--- config.mk ---
export PLATFORM = sky130hd
export DESIGN_NAME = atax_wrapper_bambu
export DESIGN_NICKNAME = d
export VERILOG_FILES = /design/src/rtl/atax_pkg.sv /design/src/rtl/atax_wrapper_bambu_nibble_serializer.sv /design/src/rtl/atax_wrapper_bambu.sv
export SDC_FILE = /design/constraint.sdc
export NUM_CORES = 1
export LEC_CHECK = 0
export CAP_MARGIN = 20
export CELL_PAD_IN_SITES_DETAIL_PLACEMENT = 0
export CELL_PAD_IN_SITES_GLOBAL_PLACEMENT = 2
export CORE_AREA = 2 2 205 207
export CTS_CLUSTER_SIZE = 14
export DETAILED_ROUTE_END_ITERATION = 8
export DIE_AREA = 0 0 207 209
export DONT_BUFFER_PORTS = 1
export PLACE_DENSITY = 0.81
export SYNTH_ARGS = -nofsm -noshare
export SYNTH_HDL_FRONTEND = slang
export SYNTH_SLANG_ARGS = --single-unit
--- constraint.sdc ---
create_clock -name clk_p -period 13.5 [get_ports clk_p]
set_input_delay 1.35 -clock clk_p [delete_from_list [all_inputs] [get_ports clk_p]]
set_output_delay 1.35 -clock clk_p [all_outputs]
set_load 0.05 [all_outputs]
--- src/rtl/atax_pkg.sv ---
// Shared sizes and FSM encoding for the Bambu ATAX board wrapper.
package atax_pkg;
   localparam int N       = 4;
   localparam int DW      = 16;
   localparam int YW      = 32;
   localparam int NIBBLES = YW / 4;
   localparam int IW      = (N > 1) ? $clog2(N) : 1;

   typedef enum logic [2:0] {IDLE, TMP, YACC, OUT, DONE} state_t;
endpackage

--- src/rtl/atax_wrapper_bambu_nibble_serializer.sv ---
// Shifts a YW-bit word out as YW/4 nibbles, least-significant first.
module nibble_serializer #(
   parameter int YW = 32
) (
   input  logic          clk,
   input  logic          rst,
   input  logic          load,
   input  logic [YW-1:0] word,
   output logic [3:0]    data_out,
   output logic          data_valid,
   output logic          busy
);
   localparam int NIB = YW / 4;
   localparam int CW  = $clog2(NIB + 1);

   logic [YW-1:0] shreg;
   logic [CW-1:0] remain;

   // The first nibble goes out on the load edge itself, so a load right after
   // the last nibble gives a gapless stream.
   always_ff @(posedge clk or posedge rst) begin
      if (rst) begin
         shreg      <= '0;
         remain     <= '0;
         data_out   <= '0;
         data_valid <= 1'b0;
      end else if (load) begin
         data_out   <= word[3:0];
         data_valid <= 1'b1;
         shreg      <= word >> 4;
         remain     <= CW'(NIB - 1);
      end else if (remain != '0) begin
         data_out   <= shreg[3:0];
         data_valid <= 1'b1;
         shreg      <= shreg >> 4;
         remain     <= remain - 1'b1;
      end else begin
         data_out   <= '0;
         data_valid <= 1'b0;
      end
   end

   // High while more nibbles follow the one currently on data_out.
   assign busy = data_valid && (remain != '0);
endmodule

--- src/rtl/atax_wrapper_bambu.sv ---
// ATAX (y = A^T * A * x) board wrapper: on-chip A/x generation, one run per
// reset, results streamed out as nibbles.
module atax_wrapper_bambu
   import atax_pkg::*;
#(
   parameter int N  = atax_pkg::N,
   parameter int DW = atax_pkg::DW,
   parameter int YW = atax_pkg::YW
) (
   input  logic       clk_p,
   input  logic       clk_n,
   input  logic       ap_rst,
   output logic       probe_out,
   output logic [3:0] data_out,
   output logic       data_valid
);
   localparam int IW  = (N > 1) ? $clog2(N) : 1;
   localparam int WCW = $clog2(N + 1);

   logic ap_clk;
   logic unused_clk_n;
   assign ap_clk       = clk_p;
   assign unused_clk_n = clk_n;

   state_t              state, state_nx;
   logic [IW-1:0]       i, j;
   logic [WCW-1:0]      wcnt;
   logic [N-1:0][YW-1:0] tmp, y;

   logic          last_ij, words_done, ser_busy;
   logic          y_out_write;
   logic [YW-1:0] y_out_din;
   logic [DW-1:0] a_ij, x_j;
   logic [YW-1:0] mul_a, mul_b, acc_in, mac;

   assign last_ij = (i == IW'(N - 1)) && (j == IW'(N - 1));
   assign a_ij    = DW'(i) + DW'(j) + DW'(1);
   assign x_j     = DW'(j) + DW'(1);

   // One MAC shared by both passes; only the operand routing changes.
   assign mul_a  = YW'(a_ij);
   assign mul_b  = (state == YACC) ? tmp[i] : YW'(x_j);
   assign acc_in = (state == YACC) ? y[j] : tmp[i];
   assign mac    = acc_in + mul_a * mul_b;

   assign words_done  = (wcnt == WCW'(N));
   assign y_out_write = (state == OUT) && !data_valid && !words_done;
   assign y_out_din   = y[wcnt[IW-1:0]];

   always_comb begin
      state_nx = state;
      case (state)
         IDLE: state_nx = TMP;
         TMP:  if (last_ij) state_nx = YACC;
         YACC: if (last_ij) state_nx = OUT;
         OUT:  if (words_done && data_valid && !ser_busy) state_nx = DONE;
         DONE: state_nx = DONE;
         default: state_nx = IDLE;
      endcase
   end

   always_ff @(posedge ap_clk or posedge ap_rst) begin
      if (ap_rst) begin
         state     <= IDLE;
         i         <= '0;
         j         <= '0;
         wcnt      <= '0;
         tmp       <= '0;
         y         <= '0;
         probe_out <= 1'b0;
      end else begin
         state     <= state_nx;
         probe_out <= probe_out || (state_nx == DONE);
         case (state)
            IDLE: begin
               tmp  <= '0;
               y    <= '0;
               i    <= '0;
               j    <= '0;
               wcnt <= '0;
            end
            TMP, YACC: begin
               if (state == TMP) tmp[i] <= mac;
               else              y[j]   <= mac;
               if (last_ij) begin
                  i <= '0;
                  j <= '0;
               end else if (j == IW'(N - 1)) begin
                  i <= i + 1'b1;
                  j <= '0;
               end else begin
                  j <= j + 1'b1;
               end
            end
            OUT: if (y_out_write) wcnt <= wcnt + 1'b1;
            default: ;
         endcase
      end
   end

   nibble_serializer #(.YW(YW)) u_ser (
      .clk        (ap_clk),
      .rst        (ap_rst),
      .load       (y_out_write),
      .word       (y_out_din),
      .data_out   (data_out),
      .data_valid (data_valid),
      .busy       (ser_busy)
   );
endmodule

# ---- After elaboration in Yosys (flattened, before gate mapping)
# Index checks and enable logic that the tools add are counted.
dict set report word_totals {
  out_inout_bits 6
  ff_bits 308
  elab_cells 103
  in_bits 3
}
dict set report op_classes {
  eq_ne 12
  multipliers 1
  mux 38
  n_addsub 8
  n_reduce_logical 22
  n_lt_le_gt_ge 5
}
# operator n
set ops {}
lappend ops {{one-hot mux 128 bit (2 select lines)} 2}
lappend ops {{2-to-1 mux 32 bit} 9}
lappend ops {{bitwise mux 128 bit} 2}
lappend ops {{2-to-1 mux 128 bit} 2}
lappend ops {{binary-select mux 32 bit (select 2 bit)} 3}
lappend ops {{demux 32 bit (select 2 bit)} 2}
lappend ops {{adder 32 bit} 1}
lappend ops {{multiplier 4 x 32 -> 32 bit} 1}
lappend ops {{2-to-1 mux 4 bit} 4}
lappend ops {{one-hot mux 3 bit (5 select lines)} 1}
lappend ops {{2-to-1 mux 3 bit} 4}
lappend ops {{== test 3 bit (second input constant)} 3}
lappend ops {{less-than comparator 2 x 3 -> 1 bit (second input constant)} 3}
lappend ops {{logical AND 1 bit} 8}
lappend ops {{2-to-1 mux 2 bit} 4}
lappend ops {{one-hot mux 2 bit (2 select lines)} 2}
lappend ops {{AND reduction 2 bit} 4}
lappend ops {{== test 3 x 2 -> 1 bit (second input constant)} 2}
lappend ops {{one-hot mux 3 bit (2 select lines)} 1}
lappend ops {{nonzero test 2 bit} 3}
lappend ops {{adder 2 x 1 -> 2 bit (second input constant)} 2}
lappend ops {{adder 3 x 1 -> 4 bit (second input constant)} 1}
lappend ops {{== test 2 bit (second input constant)} 2}
lappend ops {{>= comparator 2 x 1 -> 1 bit (second input constant)} 2}
lappend ops {{other kinds (14)} 18}

# ---- Logic depth before layout (Yosys ltp)
dict set report depth {
  depth_word 8
  mapped_depth 24
  ltp_nobuf 19
}

# ---- Modules after synthesis
# Synthesis repeated with hierarchy kept, for this count alone.
dict set report unflattened {
  cells_unflattened 1567
  hier_area_um2 18292.5
}
# mod cells_each n_inst area_per_inst_um2
set by_module_without_submodules {}
lappend by_module_without_submodules {atax_wrapper_bambu 1376 1 16552.1}
lappend by_module_without_submodules {nibble_serializer 191 1 1740.4}

# ---- Worst setup path after synthesis
# Ideal clock, no wire load.
dict set report synth_timing {
  path_type {reg2reg}
  start {register i[0]}
  end {register tmp[62] (netlist name)}
  period_less_slack_ns 5.978
  t_arrival_ns 5.911
  t_required_ns 13.433
  path_stages_with_launch 23
  slack_ns 7.522
  path_buffers 3
  cell_sequence {dfrtp_1 > buf_6 > clkbuf_1 > inv_1 > ha_1 > fa_1 > nor2_1 > clkbuf_1 > and2_1 > ha_1 > fa_1 > inv_1 > fa_1 > inv_1 > ha_1 > a21o_1 > a31o_2 > a21oi_2 > o2111ai_1 > a31oi_1 > o21ai_1 > xor2_1 > a22o_1}
}
dict set report synth_via {
  elab_chain_cells 8
}
# item line_no
set synth_lines {}
lappend synth_lines {{from (decl)} atax_wrapper_bambu.sv:26} ;# logic [IW-1:0] i, j;
lappend synth_lines {{from (signal assigned)} atax_wrapper_bambu.sv:89} ;# i <= i + 1'b1;
lappend synth_lines {{parallel branches: the longest is 5 deep, another holds multiplier 4 x 32 -> 32 bit} -}
lappend synth_lines {{bitwise mux 128 bit *} atax_wrapper_bambu.sv:83} ;# if (state == TMP) tmp[i] <= mac;
lappend synth_lines {{2-to-1 mux 128 bit *} atax_wrapper_bambu.sv:83}
lappend synth_lines {{one-hot mux 128 bit (2 select lines) *} atax_wrapper_bambu.sv:74} ;# case (state)
lappend synth_lines {{to (signal, indexed assignment)} atax_wrapper_bambu.sv:83}
lappend synth_lines {{to (decl)} atax_wrapper_bambu.sv:28} ;# logic [N-1:0][YW-1:0] tmp, y;
# Mark *: on every way between the ends. The select of a mux whose other input is x is not followed.
# A chain may end at the register's enable or synchronous reset.

# ---- Worst setup path in the final report
dict set report layout_timing {
  start {register i[0]}
  end {register tmp[120] (netlist name)}
}
# Same word-level chain as after synthesis.

==> flow_metrics.env <==
export IMPL_status="completed"
export IMPL_fp_dieW_um=207
export IMPL_yosys_area_top_type="dfrtp_1"
export IMPL_die_area_um2=43300
export IMPL_cts_tree="built"
export IMPL_netlist_area_um2=18300
export IMPL_cts_buffers=37
export IMPL_seqPwrFrac=0.455
export IMPL_synth_nets=1771
export IMPL_hp_class="flip-flop to flip-flop"
export IMPL_min_period_ps=7010
export IMPL_hold_viol_final=0
export IMPL_tightest_slew_ps=1080
export IMPL_slew_headroom=0.283
export IMPL_cts_buffer_depth=3
export IMPL_end_kind="flip-flop"
export IMPL_n_antenna_cell=0
export IMPL_ys_seq_area_frac=0.415
export IMPL_critPathMaxFanout=36
export IMPL_async_reset_ff_frac=1.00
export IMPL_clkPwrFrac=0.536
export IMPL_cp_slowest_cell="buf_4"
export IMPL_period_share=0.519
export IMPL_clkTransAtPathRegs_ps=60
export IMPL_synth_cell_type_count=61
export IMPL_via_per_inst=6.24
export IMPL_routed_wl_um=55500
export IMPL_synthToLayoutAreaGrowth_pct=10.2
export IMPL_place_area_um2=18900
export IMPL_critical_path_top_delay_family="adder cells"
export IMPL_chipHeight_um=209
export IMPL_whs_ps=481
export IMPL_setup_viol_count_final=0
export IMPL_fin_util=0.489
export IMPL_yosysWarnings=0
export IMPL_grt_pass1_wl_um=86000
export IMPL_cpPeakStageDelay_ps=660
export IMPL_setup_worst_path_class="flip-flop to flip-flop"
export IMPL_drc=0
export IMPL_crit_arrival_ps=7400
export IMPL_clock_sinks=304
export IMPL_pin_count=9
export IMPL_cts_setup_buffers=0
export IMPL_multi_input_area_um2=9840
export IMPL_crit_chain="buf_4 -> inv_1 -> ha_1 -> fa_1 -> nor2_2 -> buf_8 -> and2_1 -> ha_1 -> fa_1 -> inv_1 -> fa_1 -> inv_1 -> ha_1 -> a21oi_1 -> o21bai_1 -> a2111oi_0 -> a21oi_1 -> nor3b_2 -> o21ai_0"
export IMPL_overflow=0
export IMPL_netlist_instances=1634
export IMPL_seq_area_um2=7620
export IMPL_drv_slew=0
export IMPL_cp_start_kind="flip-flop"
export IMPL_p_leak_uw=0.00932
export IMPL_switching_power_uw=429
export IMPL_htreeDepth=2
export IMPL_combPwrFrac=0.009
export IMPL_fin_skew_ps=27.6
export IMPL_fillers=3771
export IMPL_initial_core_util=0.444
export IMPL_irDropWorstVdd_mv=0.0806
export IMPL_place_congestion=0.817
export IMPL_synth_area_top_cells="dfrtp_1, mux4_2, a22o_1, fa_1, ha_1"
export IMPL_power_internal_uw=1580
export IMPL_ctsHoldBuffers=0
export IMPL_vias=13400
export IMPL_dp_cells=2087
export IMPL_rows=75
export IMPL_post_cts_resized=0
export IMPL_antenna_found_initial=0
export IMPL_instances_no_fill=2155
export IMPL_grtUsageTotal=0.262
export IMPL_cp_num_buf_inv=5
export IMPL_setup_tns_ps=0
export IMPL_postRouteAntennaNets=0
export IMPL_grt_max_degree=180
export IMPL_cp_required_ps=13890
export IMPL_dp_hpwl_um=34500
export IMPL_clock_latency_ps=570
export IMPL_drtIter0Drc=892
export IMPL_cts_root_buffer="clkbuf_16"
export IMPL_ys_flop_type="dfrtp_1"
export IMPL_synth_top_cell_area_share=0.415
export IMPL_fin_area_um2=20200
export IMPL_switching_share=0.214
export IMPL_power_density_nw_per_um2=99.3
export IMPL_max_freq_ghz=0.143
export IMPL_drtPass1Iterations=6
export IMPL_grt_pass1_vias=13800
export IMPL_rsz0062_at_grt="false"
export IMPL_max_cap_viol_count=0
export IMPL_drive_gt1_frac=0.134
export IMPL_syn_avg_cell_area_um2=11.2
export IMPL_synth_seq_cells=304
export IMPL_portBuffers=0
export IMPL_core_um2=41300
export IMPL_wire_per_inst_um=25.8
export IMPL_synth_commonest_cells="dfrtp_1, a22o_1, nand2_1"
export IMPL_synth_edf_count=0
export IMPL_synth_most_common_cell="dfrtp_1"
export IMPL_r2r_setup_slack_ps=6490
export IMPL_fin_nets=1726
-- metal layers --
metal / wire length, um / global-route usage
met2: 27000 / 0.429
met3: 3140 / 0.0460
met5: 0 / 0
met4: 1770 / 0.0948
met1: 23600 / 0.351
-- worst reg2reg max path: cells and delay by family (launching register included) --
kind | cells | cell delay (ps)
buf+inv | 5 | 1250
simple gates | 3 | 1310
fa+ha+maj | 6 | 2500
compound gates | 5 | 1450
flops | 1 | 340
-- per-stage QoR --
stage	setup slack, ps	total power [uW]
5_1_grt	6020	2060
2_1_floorplan	3750	941
3_5_place_dp	5860	947
3_3_place_gp	5970	947
6_report	6490	2000
4_1_cts	5860	2020
-- power by group through the flow --
stage | Clock (uW) | Combinational (uW) | Sequential, uW
2_1_floorplan | 0 | 13.2 | 928
3_5_place_dp | 0 | 19.6 | 928
6_report | 1070 | 18.5 | 911
5_1_grt | 1130 | 22.3 | 911
4_1_cts | 1090 | 19.8 | 911
3_3_place_gp | 0 | 19.4 | 928
-- area by class of cell --
class	instances	share of cell area
repair buffers	30	0.0131
clock buffers	57	0.0551
inverters	133	0.0251
flip-flops and latches	304	0.377
clock inverters	9	0.00874
multi-input cells	1083	0.487
well taps	539	0.0334
-- registers in the layout, summed over array words and instances (netlist names) --
name,cells
i,2
state,3
u_ser.data_valid,1
y,128
u_ser.data_out,4
u_ser.remain,4
j,2
probe_out,1
u_ser.shreg,28
wcnt,3
tmp,128
-- path summary, 6_finish.rpt --
| path | startpoint | end | depth (start not counted) |
|---|---|---|---|
| worst min-delay path | tmp[46] | tmp[46] | 2 |
| min in group asynchronous | ap_rst | y[120] | 1 |
| worst max-delay path | i[0] | tmp[120] | 19 |
| max in group asynchronous | ap_rst | tmp[108] | 2 |
| worst min register to register | tmp[46] | tmp[46] | 2 |
| worst max register to register | i[0] | tmp[120] | 19 |
-- cell usage in the layout (no fill, tap or decap), types with 51 or more instances in the layout --
master and count:
nand2_1 159, mux4_2 96, nor2_1 59, ha_1 75, a22o_1 216, and2_1 55
dfrtp_1 299, a21oi_1 51, inv_1 130, fa_1 59
-- kinds of logic (layout without fill, tap and decap cells) --
kind of cell | count (synthesis) | count (layout) | share of synthesized area
flops | 304 | 304 | 0.415
fa+ha+maj | 135 | 135 | 0.116
buf+inv | 247 | 229 | 0.0511
compound gates | 419 | 419 | 0.170
simple gates | 370 | 370 | 0.0955
xor+xnor | 36 | 36 | 0.0188
mux | 123 | 123 | 0.133
Power figures use the tool's default switching activity.
